<file path="config.mk">
export PLATFORM = sky130hd
export DESIGN_NAME = point_add_driver_flat
export DESIGN_NICKNAME = d
export VERILOG_FILES = /design/src/rtl/point_add_driver_if.sv /design/src/rtl/point_add_driver.sv /design/src/flat_wrapper.sv
export SDC_FILE = /design/constraint.sdc
export NUM_CORES = 1
export LEC_CHECK = 0
export BUFFER_PORTS_ARGS = -buffer_cell sky130_fd_sc_hd__buf_2
export CAP_MARGIN = 20
export CORE_AREA = 2 2 159 161
export CTS_CLUSTER_DIAMETER = 80
export DETAILED_ROUTE_END_ITERATION = 7
export DIE_AREA = 0 0 161 163
export GPL_TIMING_DRIVEN = 0
export PLACE_DENSITY = 0.83
export REMOVE_ABC_BUFFERS = 1
export SLEW_MARGIN = 20
export SYNTH_ARGS = -nofsm -noshare
export SYNTH_HDL_FRONTEND = slang
export SYNTH_SLANG_ARGS = --single-unit
</file>
<file path="constraint.sdc">
create_clock -name clk -period 4.9 [get_ports clk]
set_input_delay 0.49 -clock clk [delete_from_list [all_inputs] [get_ports clk]]
set_output_delay 0.49 -clock clk [all_outputs]
set_load 0.01 [all_outputs]
</file>
<file path="src/rtl/point_add_driver_if.sv">
// Curve point type plus the job-stream and engine-side bundle of point_add_driver.
// Point at infinity is encoded as (0,0), which is never a valid affine curve point.
package point_add_pkg;
    localparam int COORD_W = 32;

    typedef struct packed {
        logic [COORD_W-1:0] x;
        logic [COORD_W-1:0] y;
    } curve_point_t;

    localparam curve_point_t INF_POINT = '0;
endpackage

interface point_add_driver_if;
    import point_add_pkg::*;

    logic         in_valid;
    logic         in_ready;
    curve_point_t in_P;
    curve_point_t in_Q;
    logic         out_valid;
    logic         out_ready;
    curve_point_t out_R;
    logic [1:0]   out_status;
    logic [15:0]  jobs_done;
    logic         add_Reset;
    curve_point_t add_P;
    curve_point_t add_Q;
    logic         add_Done;
    curve_point_t add_R;

    // master: the driver itself; slave: bucket control plus the engine
    modport master (
        input  in_valid, in_P, in_Q, out_ready, add_Done, add_R,
        output in_ready, out_valid, out_R, out_status, jobs_done,
               add_Reset, add_P, add_Q
    );

    modport slave (
        output in_valid, in_P, in_Q, out_ready, add_Done, add_R,
        input  in_ready, out_valid, out_R, out_status, jobs_done,
               add_Reset, add_P, add_Q
    );
endinterface

</file>
<file path="src/rtl/point_add_driver.sv">
// Job sequencer for one point_add engine: shortcuts degenerate pairs, otherwise arms/runs the engine.
// Optional RUN timeout abort enabled by POINT_ADD_DRIVER_TIMEOUT_EN.
module point_add_driver
    import point_add_pkg::*;
#(
    parameter int unsigned TIMEOUT_CYCLES = 4096,
    parameter int unsigned ARM_CYCLES     = 2
) (
    input  logic               clk,
    input  logic               Reset_n,
    point_add_driver_if.master bus
);
    typedef enum logic [1:0] {IDLE, ARM, RUN, RESP} state_t;

    localparam logic [1:0]  ST_ENGINE   = 2'b00;
    localparam logic [1:0]  ST_SHORTCUT = 2'b01;
    localparam logic [1:0]  ST_UNSUPP   = 2'b11;
    localparam logic [15:0] ARM_LAST    = 16'(ARM_CYCLES - 1);

    state_t       state_q, state_d;
    logic [15:0]  arm_cnt_q, arm_cnt_d;
    curve_point_t add_P_q, add_P_d;
    curve_point_t add_Q_q, add_Q_d;
    curve_point_t out_R_q, out_R_d;
    logic [1:0]   out_status_q, out_status_d;
    logic [15:0]  jobs_done_q, jobs_done_d;
    logic         in_ready;

`ifdef POINT_ADD_DRIVER_TIMEOUT_EN
    localparam logic [1:0]  ST_TIMEOUT = 2'b10;
    localparam logic [15:0] TMO_LAST   = 16'(TIMEOUT_CYCLES - 1);
    logic [15:0] tmo_cnt_q, tmo_cnt_d;
`else
    logic [15:0] unused_timeout_cycles;
    assign unused_timeout_cycles = 16'(TIMEOUT_CYCLES);
`endif

    assign in_ready = (state_q == IDLE) && Reset_n;

    always_ff @(posedge clk) begin
        if (!Reset_n) begin
            state_q      <= IDLE;
            arm_cnt_q    <= '0;
            add_P_q      <= INF_POINT;
            add_Q_q      <= INF_POINT;
            out_R_q      <= INF_POINT;
            out_status_q <= ST_ENGINE;
            jobs_done_q  <= '0;
`ifdef POINT_ADD_DRIVER_TIMEOUT_EN
            tmo_cnt_q    <= '0;
`endif
        end else begin
            state_q      <= state_d;
            arm_cnt_q    <= arm_cnt_d;
            add_P_q      <= add_P_d;
            add_Q_q      <= add_Q_d;
            out_R_q      <= out_R_d;
            out_status_q <= out_status_d;
            jobs_done_q  <= jobs_done_d;
`ifdef POINT_ADD_DRIVER_TIMEOUT_EN
            tmo_cnt_q    <= tmo_cnt_d;
`endif
        end
    end

    always_comb begin
        state_d      = state_q;
        arm_cnt_d    = arm_cnt_q;
        add_P_d      = add_P_q;
        add_Q_d      = add_Q_q;
        out_R_d      = out_R_q;
        out_status_d = out_status_q;
        jobs_done_d  = jobs_done_q;
`ifdef POINT_ADD_DRIVER_TIMEOUT_EN
        tmo_cnt_d    = tmo_cnt_q;
`endif

        unique case (state_q)
            IDLE: begin
                if (bus.in_valid && in_ready) begin
                    add_P_d = bus.in_P;
                    add_Q_d = bus.in_Q;
                    state_d = RESP;
                    // Priority order matters: infinity checks must precede the equality checks.
                    if (bus.in_Q == INF_POINT) begin
                        out_R_d      = bus.in_P;
                        out_status_d = ST_SHORTCUT;
                    end else if (bus.in_P == INF_POINT) begin
                        out_R_d      = bus.in_Q;
                        out_status_d = ST_SHORTCUT;
                    end else if (bus.in_P == bus.in_Q) begin
                        out_R_d      = INF_POINT;
                        out_status_d = ST_UNSUPP;
                    end else if (bus.in_P.x == bus.in_Q.x) begin
                        out_R_d      = INF_POINT;
                        out_status_d = ST_SHORTCUT;
                    end else begin
                        arm_cnt_d = '0;
                        state_d   = ARM;
                    end
                end
            end

            ARM: begin
                // Engine Done is not trustworthy here; it is only looked at in RUN.
                if (arm_cnt_q == ARM_LAST) begin
                    state_d = RUN;
`ifdef POINT_ADD_DRIVER_TIMEOUT_EN
                    tmo_cnt_d = '0;
`endif
                end else begin
                    arm_cnt_d = arm_cnt_q + 16'd1;
                end
            end

            RUN: begin
`ifdef POINT_ADD_DRIVER_TIMEOUT_EN
                tmo_cnt_d = tmo_cnt_q + 16'd1;
`endif
                if (bus.add_Done) begin
                    out_R_d      = bus.add_R;
                    out_status_d = ST_ENGINE;
                    state_d      = RESP;
`ifdef POINT_ADD_DRIVER_TIMEOUT_EN
                end else if (tmo_cnt_q == TMO_LAST) begin
                    out_R_d      = INF_POINT;
                    out_status_d = ST_TIMEOUT;
                    state_d      = RESP;
`endif
                end
            end

            RESP: begin
                if (bus.out_ready) begin
                    jobs_done_d = jobs_done_q + 16'd1;
                    state_d     = IDLE;
                end
            end

            default: state_d = IDLE;
        endcase
    end

    assign bus.in_ready   = in_ready;
    assign bus.out_valid  = (state_q == RESP);
    assign bus.out_R      = out_R_q;
    assign bus.out_status = out_status_q;
    assign bus.jobs_done  = jobs_done_q;
    assign bus.add_Reset  = (state_q != RUN);
    assign bus.add_P      = add_P_q;
    assign bus.add_Q      = add_Q_q;
endmodule

</file>
<file path="src/flat_wrapper.sv">
// flat-port wrapper written by rule: the top's interface ports become plain ports
module point_add_driver_flat import point_add_pkg::*;
#(
    parameter int unsigned TIMEOUT_CYCLES = 4096,
    parameter int unsigned ARM_CYCLES     = 2
)
  (clk, Reset_n, bus_in_valid, bus_in_P, bus_in_Q, bus_out_ready, bus_add_Done, bus_add_R, bus_in_ready, bus_out_valid, bus_out_R, bus_out_status, bus_jobs_done, bus_add_Reset, bus_add_P, bus_add_Q);
  point_add_driver_if bus_i ();
  input  logic clk;
  input  logic Reset_n;
  input wire logic [$bits(bus_i.in_valid)-1:0] bus_in_valid;
  input wire logic [$bits(bus_i.in_P)-1:0] bus_in_P;
  input wire logic [$bits(bus_i.in_Q)-1:0] bus_in_Q;
  input wire logic [$bits(bus_i.out_ready)-1:0] bus_out_ready;
  input wire logic [$bits(bus_i.add_Done)-1:0] bus_add_Done;
  input wire logic [$bits(bus_i.add_R)-1:0] bus_add_R;
  output wire logic [$bits(bus_i.in_ready)-1:0] bus_in_ready;
  output wire logic [$bits(bus_i.out_valid)-1:0] bus_out_valid;
  output wire logic [$bits(bus_i.out_R)-1:0] bus_out_R;
  output wire logic [$bits(bus_i.out_status)-1:0] bus_out_status;
  output wire logic [$bits(bus_i.jobs_done)-1:0] bus_jobs_done;
  output wire logic [$bits(bus_i.add_Reset)-1:0] bus_add_Reset;
  output wire logic [$bits(bus_i.add_P)-1:0] bus_add_P;
  output wire logic [$bits(bus_i.add_Q)-1:0] bus_add_Q;
  assign bus_i.in_valid = bus_in_valid;
  assign bus_i.in_P = bus_in_P;
  assign bus_i.in_Q = bus_in_Q;
  assign bus_i.out_ready = bus_out_ready;
  assign bus_i.add_Done = bus_add_Done;
  assign bus_i.add_R = bus_add_R;
  assign bus_in_ready = bus_i.in_ready;
  assign bus_out_valid = bus_i.out_valid;
  assign bus_out_R = bus_i.out_R;
  assign bus_out_status = bus_i.out_status;
  assign bus_jobs_done = bus_i.jobs_done;
  assign bus_add_Reset = bus_i.add_Reset;
  assign bus_add_P = bus_i.add_P;
  assign bus_add_Q = bus_i.add_Q;
  point_add_driver #(.TIMEOUT_CYCLES(TIMEOUT_CYCLES), .ARM_CYCLES(ARM_CYCLES)) u_core (.clk(clk), .Reset_n(Reset_n), .bus(bus_i));
endmodule
</file>
==> impl_metrics.json, run 1 <==
{
  "status": "finished, final reports clean",
  "grtUsageTotal_pct": 29.70,
  "htreeDepth": 1,
  "avgViaCountPerCell": 5.824,
  "antenna_found_initial": 1,
  "grt_overflow": 0,
  "start_util_pct": 44.42,
  "synth_top_family_by_area": "compound AO/OA/AOI/OAI gates",
  "required_ns": 5.30,
  "synthMuxAreaShare_pct": 1.747,
  "crit_path_start_kind": "flip-flop",
  "ctsHoldBuffers": 0,
  "routabilityCongestion": 0.9186,
  "drive_gt1_share_pct": 32.09,
  "cts-root-buf": "clkbuf_16",
  "cp_max_fo": 87,
  "max_stage_delay_ns": 0.68,
  "synth_edf_count": 0,
  "clkSinkCount": 228,
  "skew_ns": 0.01508,
  "end_kind": "flip-flop",
  "dp_slack_ns": 0.6865,
  "drc": 0,
  "ys_types": 39,
  "syn_area_sq_um": 10960,
  "num_rows": 58,
  "ios": 410,
  "grt_pass1_wl_um": 61520,
  "drt_iter0_drc": 1197,
  "synth_ff_type": "dfxtp_1",
  "grt_start_max_net_pins": 95,
  "vdd_ir_drop_max_mv": 0.3106,
  "yosysSeqAreaShare_pct": 41.65,
  "final_area_sq_um": 14240,
  "synth_fa_ha_area_share_pct": 0.9133,
  "cts_resized": 0,
  "dp_hpwl_um": 30260,
  "finalCritPeriodShare_pct": 84.39,
  "leakage_nw": 6.145,
  "grt_pass1_vias": 10990,
  "yosysTopAreaCellShare_pct": 41.65,
  "cap_violations": 0,
  "vias": 11620,
  "critPathSlowestCell": "ha_1",
  "worstPathCellList": "inv_1 > ha_1 > and3_4 > buf_16 > o22ai_1 > a21oi_4 > buf_16 > and2_4 > buf_16 > a211oi_2",
  "ys_ff_latch": 228,
  "p_clk_share_pct": 30.8,
  "syn_to_final_growth_pct": 29.92,
  "wl_per_cell_um": 20.61,
  "layout.nets": 1851,
  "ys_warn_count": 0,
  "cts_made_buffers": 26,
  "post_cts_buffers": 0,
  "drtAntennaViolNets": 0,
  "synth_cells": 1299,
  "async_flop_share_pct": 0,
  "die_area_sq_um": 26240,
  "drtPass1Iterations": 5,
  "core_area_sq_um": 24670,
  "combPwrFrac_pct": 31.4,
  "die_w_um": 161,
  "cts_tree": "built",
  "wirelength_um": 41150,
  "cpLargestDelayFamily": "buffers and inverters",
  "arrival_ns": 4.54,
  "portBuffers": 409,
  "rsz0062_at_grt": "false",
  "fin_ws_ns": 0.7651,
  "worstSkewPairLatency_ns": 0.54,
  "slew_headroom_pct": 17.24,
  "synth.area.top_cells": "dfxtp_1 42%, nand2_1 9.5%, a211oi_2 6.9%, o21ai_0 6.1%, xor2_1 5.4%",
  "clockBufferDepth": 3,
  "synthXorXnorAreaFrac_pct": 5.914,
  "setup_viol": 0,
  "cp_num_buf_inv": 4,
  "synth-compound-area-share_pct": 27.15,
  "power_density_nw_per_um2": 444.9,
  "hp-class": "input pin to flip-flop",
  "period_needed_ns": 4.135,
  "syn_avg_cell_area_sq_um": 8.437,
  "pwr-share-seq_pct": 37.8,
  "fmax_mhz": 241.8,
  "crit_type": "flip-flop to flip-flop",
  "synth_top_area_cell": "dfxtp_1",
  "fp.dieH_um": 163,
  "report.final.slew_viol_count": 0,
  "swShare_pct": 34.76,
  "switchingPower_w": 0.002202,
  "hold_violations": 0,
  "setup_tns_ns": 0,
  "worst_pin_slew_ns": 1.230,
  "dpl-instance-area_sq_um": 13390,
  "path_clk_slew_ns": 0.06,
  "critPathMostFrequentCell": "buf_16",
  "p_int_w": 0.004133,
  "synthSimpleGateAreaFrac_pct": 17.89
}
cell usage in the layout, fill, tap and decap left out, types with 2 or more instances in the layout:
cell type,Yosys,layout
o22ai_1,2,2
and3_1,11,10
clkbuf_1,84,10
inv_1,8,7
clkbuf_16,0,27
nand3_1,17,17
nand3b_1,14,14
and2_1,6,5
o2111ai_4,0,2
xnor2_1,6,6
a21oi_4,1,2
or4_1,2,2
mux2i_1,18,18
a21oi_1,81,80
buf_2,10,408
a211oi_2,60,60
nor2_1,16,16
a22oi_1,64,64
nor4_1,50,50
diode_2,0,2
dfxtp_1,228,228
or3_1,6,6
clkbuf_8,0,3
xor2_1,68,68
bufinv_16,0,2
buf_16,0,12
buf_4,7,4
o21ai_0,134,134
ha_1,8,7
clkinv_2,0,4
nand2_1,278,278
a211oi_1,11,11
nand4_1,26,26
a221oi_1,2,2
a21o_1,64,64
through the flow:
step                      total power (W)  hold slack, ns  util [%]  cells
after floorplan                  0.003438          0.4545         -   1191
after global placement           0.004234          0.4399     52.40   1930
after detailed placement         0.004388          0.4473     54.26   1948
after CTS                        0.006329          0.1952     57.64   1994
after global routing             0.006616          0.2178     57.70   1995
final                            0.006335          0.2077     57.71   1996
routing by layer:
layer / vias up / GRT usage, % / wire length [um]
met1: 5469 / 35.30 / 15770
met2: 684 / 51.23 / 19410
li1: 5336 / - / -
met5: - / 0 / 0
met4: 0 / 14.16 / 2088
met3: 135 / 6.341 / 3876
state kept, by name (all words and copies together) (netlist names):
signal                 count
u_core.arm_cnt_q          16
u_core.state_q             2
u_core.bus.out_status      2
u_core.bus.add_Q          64
u_core.bus.add_P          64
u_core.bus.out_R          64
u_core.bus.jobs_done      16
synthesized netlist by cell type, types with 2 or more instances:
master     number
inv_1           8
o2111ai_2       2
nor4_1         50
nand2_1       278
a21oi_1        81
clkbuf_1       84
a211oi_2       60
nand3_1        17
dfxtp_1       228
or4_1           2
buf_4           7
a21o_1         64
and2_1          6
o22ai_1         2
nand3b_1       14
buf_2          10
or3_1           6
and3_1         11
o21ai_0       134
a221oi_1        2
mux2i_1        18
nand4_1        26
buf_6           6
xor2_1         68
ha_1            8
a211oi_1       11
a22oi_1        64
xnor2_1         6
nor2_1         16
worst min-delay path, stage by stage:
cell	delay, ns
buf_2	0.12
nand2_1	0.05
o21ai_0	0.06
power by group through the flow:
stage / clock network, W / registers (W) / logic, W
global placement: 0 / 0.00241 / 0.00182
global route: 0.00204 / 0.00243 / 0.00214
detailed placement: 0 / 0.00242 / 0.00196
finish: 0.00195 / 0.00240 / 0.00199
CTS: 0.00197 / 0.00239 / 0.00197
floorplan: 0 / 0.00260 / 0.000839
layout make-up:
class | instances | area, sq um
Timing Repair Buffer | 427 | 2449
Multi-Input combinational cell | 955 | 5938
Inverter | 8 | 35.03
Fill cell | 2152 | 10440
Sequential cell | 228 | 4564
Antenna cell | 2 | 5.005
Clock inverter | 6 | 80.08
Tap cell | 330 | 412.9
Clock buffer | 40 | 754.5
logic make-up after synthesis:
family	after synthesis
simple gates	430
mux	19
compound gates	424
buf+inv	116
flops	228
fa+ha+maj	8
xor+xnor	74
worst paths after layout:
path                        startpoint              endpoint  slack [ns]  cells after the start
setup reg to reg     u_core.state_q[0]  u_core.bus.out_R[11]        0.77                     10
hold / removal            bus_in_P[62]  u_core.bus.add_P[62]        0.21                      3
setup / recovery     u_core.state_q[0]  u_core.bus.out_R[11]        0.77                     10
hold reg to reg   u_core.bus.add_P[10]  u_core.bus.add_P[10]        0.45                      2
No activity file was read; power rests on OpenSTA's default activity.
==> run 2, diff against run 1 <==
--- a/config.mk
+++ b/config.mk
@@ -7,12 +7,11 @@
 export LEC_CHECK = 0
 export BUFFER_PORTS_ARGS = -buffer_cell sky130_fd_sc_hd__buf_2
 export CAP_MARGIN = 20
-export CORE_AREA = 2 2 159 161
+export CORE_UTILIZATION = 45
 export CTS_CLUSTER_DIAMETER = 80
 export DETAILED_ROUTE_END_ITERATION = 7
-export DIE_AREA = 0 0 161 163
 export GPL_TIMING_DRIVEN = 0
-export PLACE_DENSITY = 0.83
+export PLACE_DENSITY = 0.86
 export REMOVE_ABC_BUFFERS = 1
 export SLEW_MARGIN = 20
 export SYNTH_ARGS = -nofsm -noshare
==> constraint.sdc (replaced) <==
create_clock -name clk -period 3.3 [get_ports clk]
set_input_delay 0.33 -clock clk [delete_from_list [all_inputs] [get_ports clk]]
set_output_delay 0.33 -clock clk [all_outputs]
set_load 0.01 [all_outputs]
==> impl_metrics.json, run 2 (synthesis results as in run 1) <==
{
  "power_density_nw_per_um2": 665.1,
  "vias": 11860,
  "slew_headroom_pct": 48.66,
  "ctsHoldBuffers": 0,
  "routabilityCongestion": 0.8763,
  "grt_busiest_layer": "met2",
  "cts-root-buf": "clkbuf_16",
  "vdd_ir_drop_max_mv": 0.5346,
  "grt_start_max_net_pins": 89,
  "fin_util_pct": 60.61,
  "drive_gt1_share_pct": 32.93,
  "setup_tns_ns": 0,
  "avgViaCountPerCell": 5.953,
  "ios": 410,
  "layout.nets": 1859,
  "cts_made_buffers": 26,
  "grtUsageMet3_pct": 5.530,
  "worstPathCellList": "buf_2 > nor4_1 > nand4_1 > or4_1 > o2111ai_4 > buf_8 > and2_2 > a211oi_2",
  "status": "finished, final reports clean",
  "grtUsageTotal_pct": 32.33,
  "drtPass1Iterations": 5,
  "max_stage_delay_ns": 0.80,
  "grt_use_met1_pct": 38.04,
  "dp_hpwl_um": 30140,
  "drc": 0,
  "cts_tree": "built",
  "crit_type": "input pin to flip-flop",
  "use_met2_pct": 55.63,
  "antenna_found_initial": 1,
  "period_needed_ns": 3.198,
  "crit_path_start_kind": "input pin",
  "p_int_w": 0.006189,
  "cp_max_fo": 15,
  "finalCritPeriodShare_pct": 96.92,
  "fill_cells": 1998,
  "timing.hold.ws_ns": 0.05829,
  "portBuffers": 409,
  "skew_ns": 0.01361,
  "syn_to_final_growth_pct": 30.99,
  "pwr-share-seq_pct": 37.4,
  "rsz0062_at_grt": "true",
  "wirelength_um": 42740,
  "core_area_sq_um": 23680,
  "report.final.slew_viol_count": 0,
  "required_ns": 3.69,
  "end_kind": "flip-flop",
  "setup_viol": 0,
  "num_rows": 56,
  "clkSinkCount": 228,
  "switchingPower_w": 0.003358,
  "cp_num_buf_inv": 2,
  "drtAntennaViolNets": 0,
  "critPathSlowestCell": "or4_1",
  "drt_iter0_drc": 1149,
  "grt_pass1_vias": 10960,
  "start_util_pct": 46.28,
  "p_clk_share_pct": 30.5,
  "num_antenna_cells": 0,
  "worstSkewPairLatency_ns": 0.53,
  "path_clk_slew_ns": 0.06,
  "worst_pin_slew_ns": 0.7630,
  "grt_overflow": 0,
  "layout_common_cells": "408 x buf_2, 278 x nand2_1, 228 x dfxtp_1",
  "die_w_um": 158.1,
  "cap_violations": 0,
  "placed_cells": 1939,
  "wl_per_cell_um": 21.46,
  "grt_pass1_wl_um": 61320,
  "mostFrequentLayoutCell": "buf_2",
  "swShare_pct": 35.17,
  "arrival_ns": 3.58,
  "fp.dieH_um": 158.1,
  "cpLargestDelayFamily": "simple AND/OR/NAND/NOR gates",
  "hold_violations": 0,
  "die_area_sq_um": 24980,
  "clockBufferDepth": 3,
  "hp-class": "input pin to flip-flop",
  "combPwrFrac_pct": 32.2,
  "htreeDepth": 1,
  "fin_cells": 1992,
  "leakage_nw": 6.206,
  "fmax_mhz": 312.7
}
[run 2: cell count changes in the layout (fill, tap and decap cells not counted), moves of 2 or more]
| cell | previous run | this run |
|---|---|---|
| and3_2 | 0 | 2 |
| buf_6 | 1 | 3 |
| buf_8 | 1 | 4 |
| clkbuf_1 | 10 | 6 |
| clkbuf_8 | 3 | 7 |
| diode_2 | 2 | 0 |
| nor4_1 | 50 | 48 |
| nor4_2 | 0 | 2 |
[run 2: final timing paths]
path / slack (ns) / start / to / cells past startpoint
max reg2reg: 0.17 / u_core.state_q[0] / u_core.arm_cnt_q[14] / 10
min: 0.06 / bus_in_Q[25] / u_core.bus.add_Q[25] / 3
min reg2reg: 0.45 / u_core.bus.add_P[1] / u_core.bus.add_P[1] / 2
max: 0.10 / bus_in_Q[27] / u_core.bus.out_R[11] / 8
[run 2: metrics by stage]
| step | power (W) | instance area (sq um) | setup WS, ns |
|---|---|---|---|
| 2_1_floorplan | 0.005104 | 10470 | -7.058 |
| 3_3_place_gp | 0.006149 | 12920 | -13.76 |
| 3_5_place_dp | 0.006541 | 13410 | -1.015 |
| 4_1_cts | 0.009497 | 14320 | 0.01226 |
| 5_1_grt | 0.009928 | 14360 | -0.05252 |
| 6_report | 0.009547 | 14360 | 0.1016 |
[run 2: area by class of cell]
class	instances	area, sq um	area share [%]
multi-input combinational	958	5987	41.71
clock inverter	7	66.31	0.4620
sequential	228	4564	31.80
clock buffer	40	794.5	5.535
timing repair buffer	432	2509	17.48
inverter	8	35.03	0.2441
tap	319	399.1	2.780
[run 2: per-layer routing]
metal  part of all wire [%]  vias to the layer above
met5                  0.030                        -
met4                    6.2                        2
met3                    9.0                      171
met2                     47                      757
met1                     38                     5573
li1                       -                     5356
[run 2: power groups by stage]
stage                     combinational [W]  clock, W  sequential, W
after floorplan                     0.00125         0        0.00386
after global placement              0.00261         0        0.00354
after detailed placement            0.00294         0        0.00360
after CTS                           0.00302   0.00292        0.00356
after global routing                0.00326   0.00304        0.00362
final                               0.00307   0.00291        0.00357
[run 2: timing repair]
item	in CTS	in global routing
gates resized for setup	4	1
pin swaps	2	3
setup endpoints to repair	82	45
setup buffers	1	2
gates cloned	2	1
[run 2: tightest hold or removal path, cell delays in order]
cell and delay, ns:
buf_2 0.12, nand2_1 0.05, o21ai_0 0.06
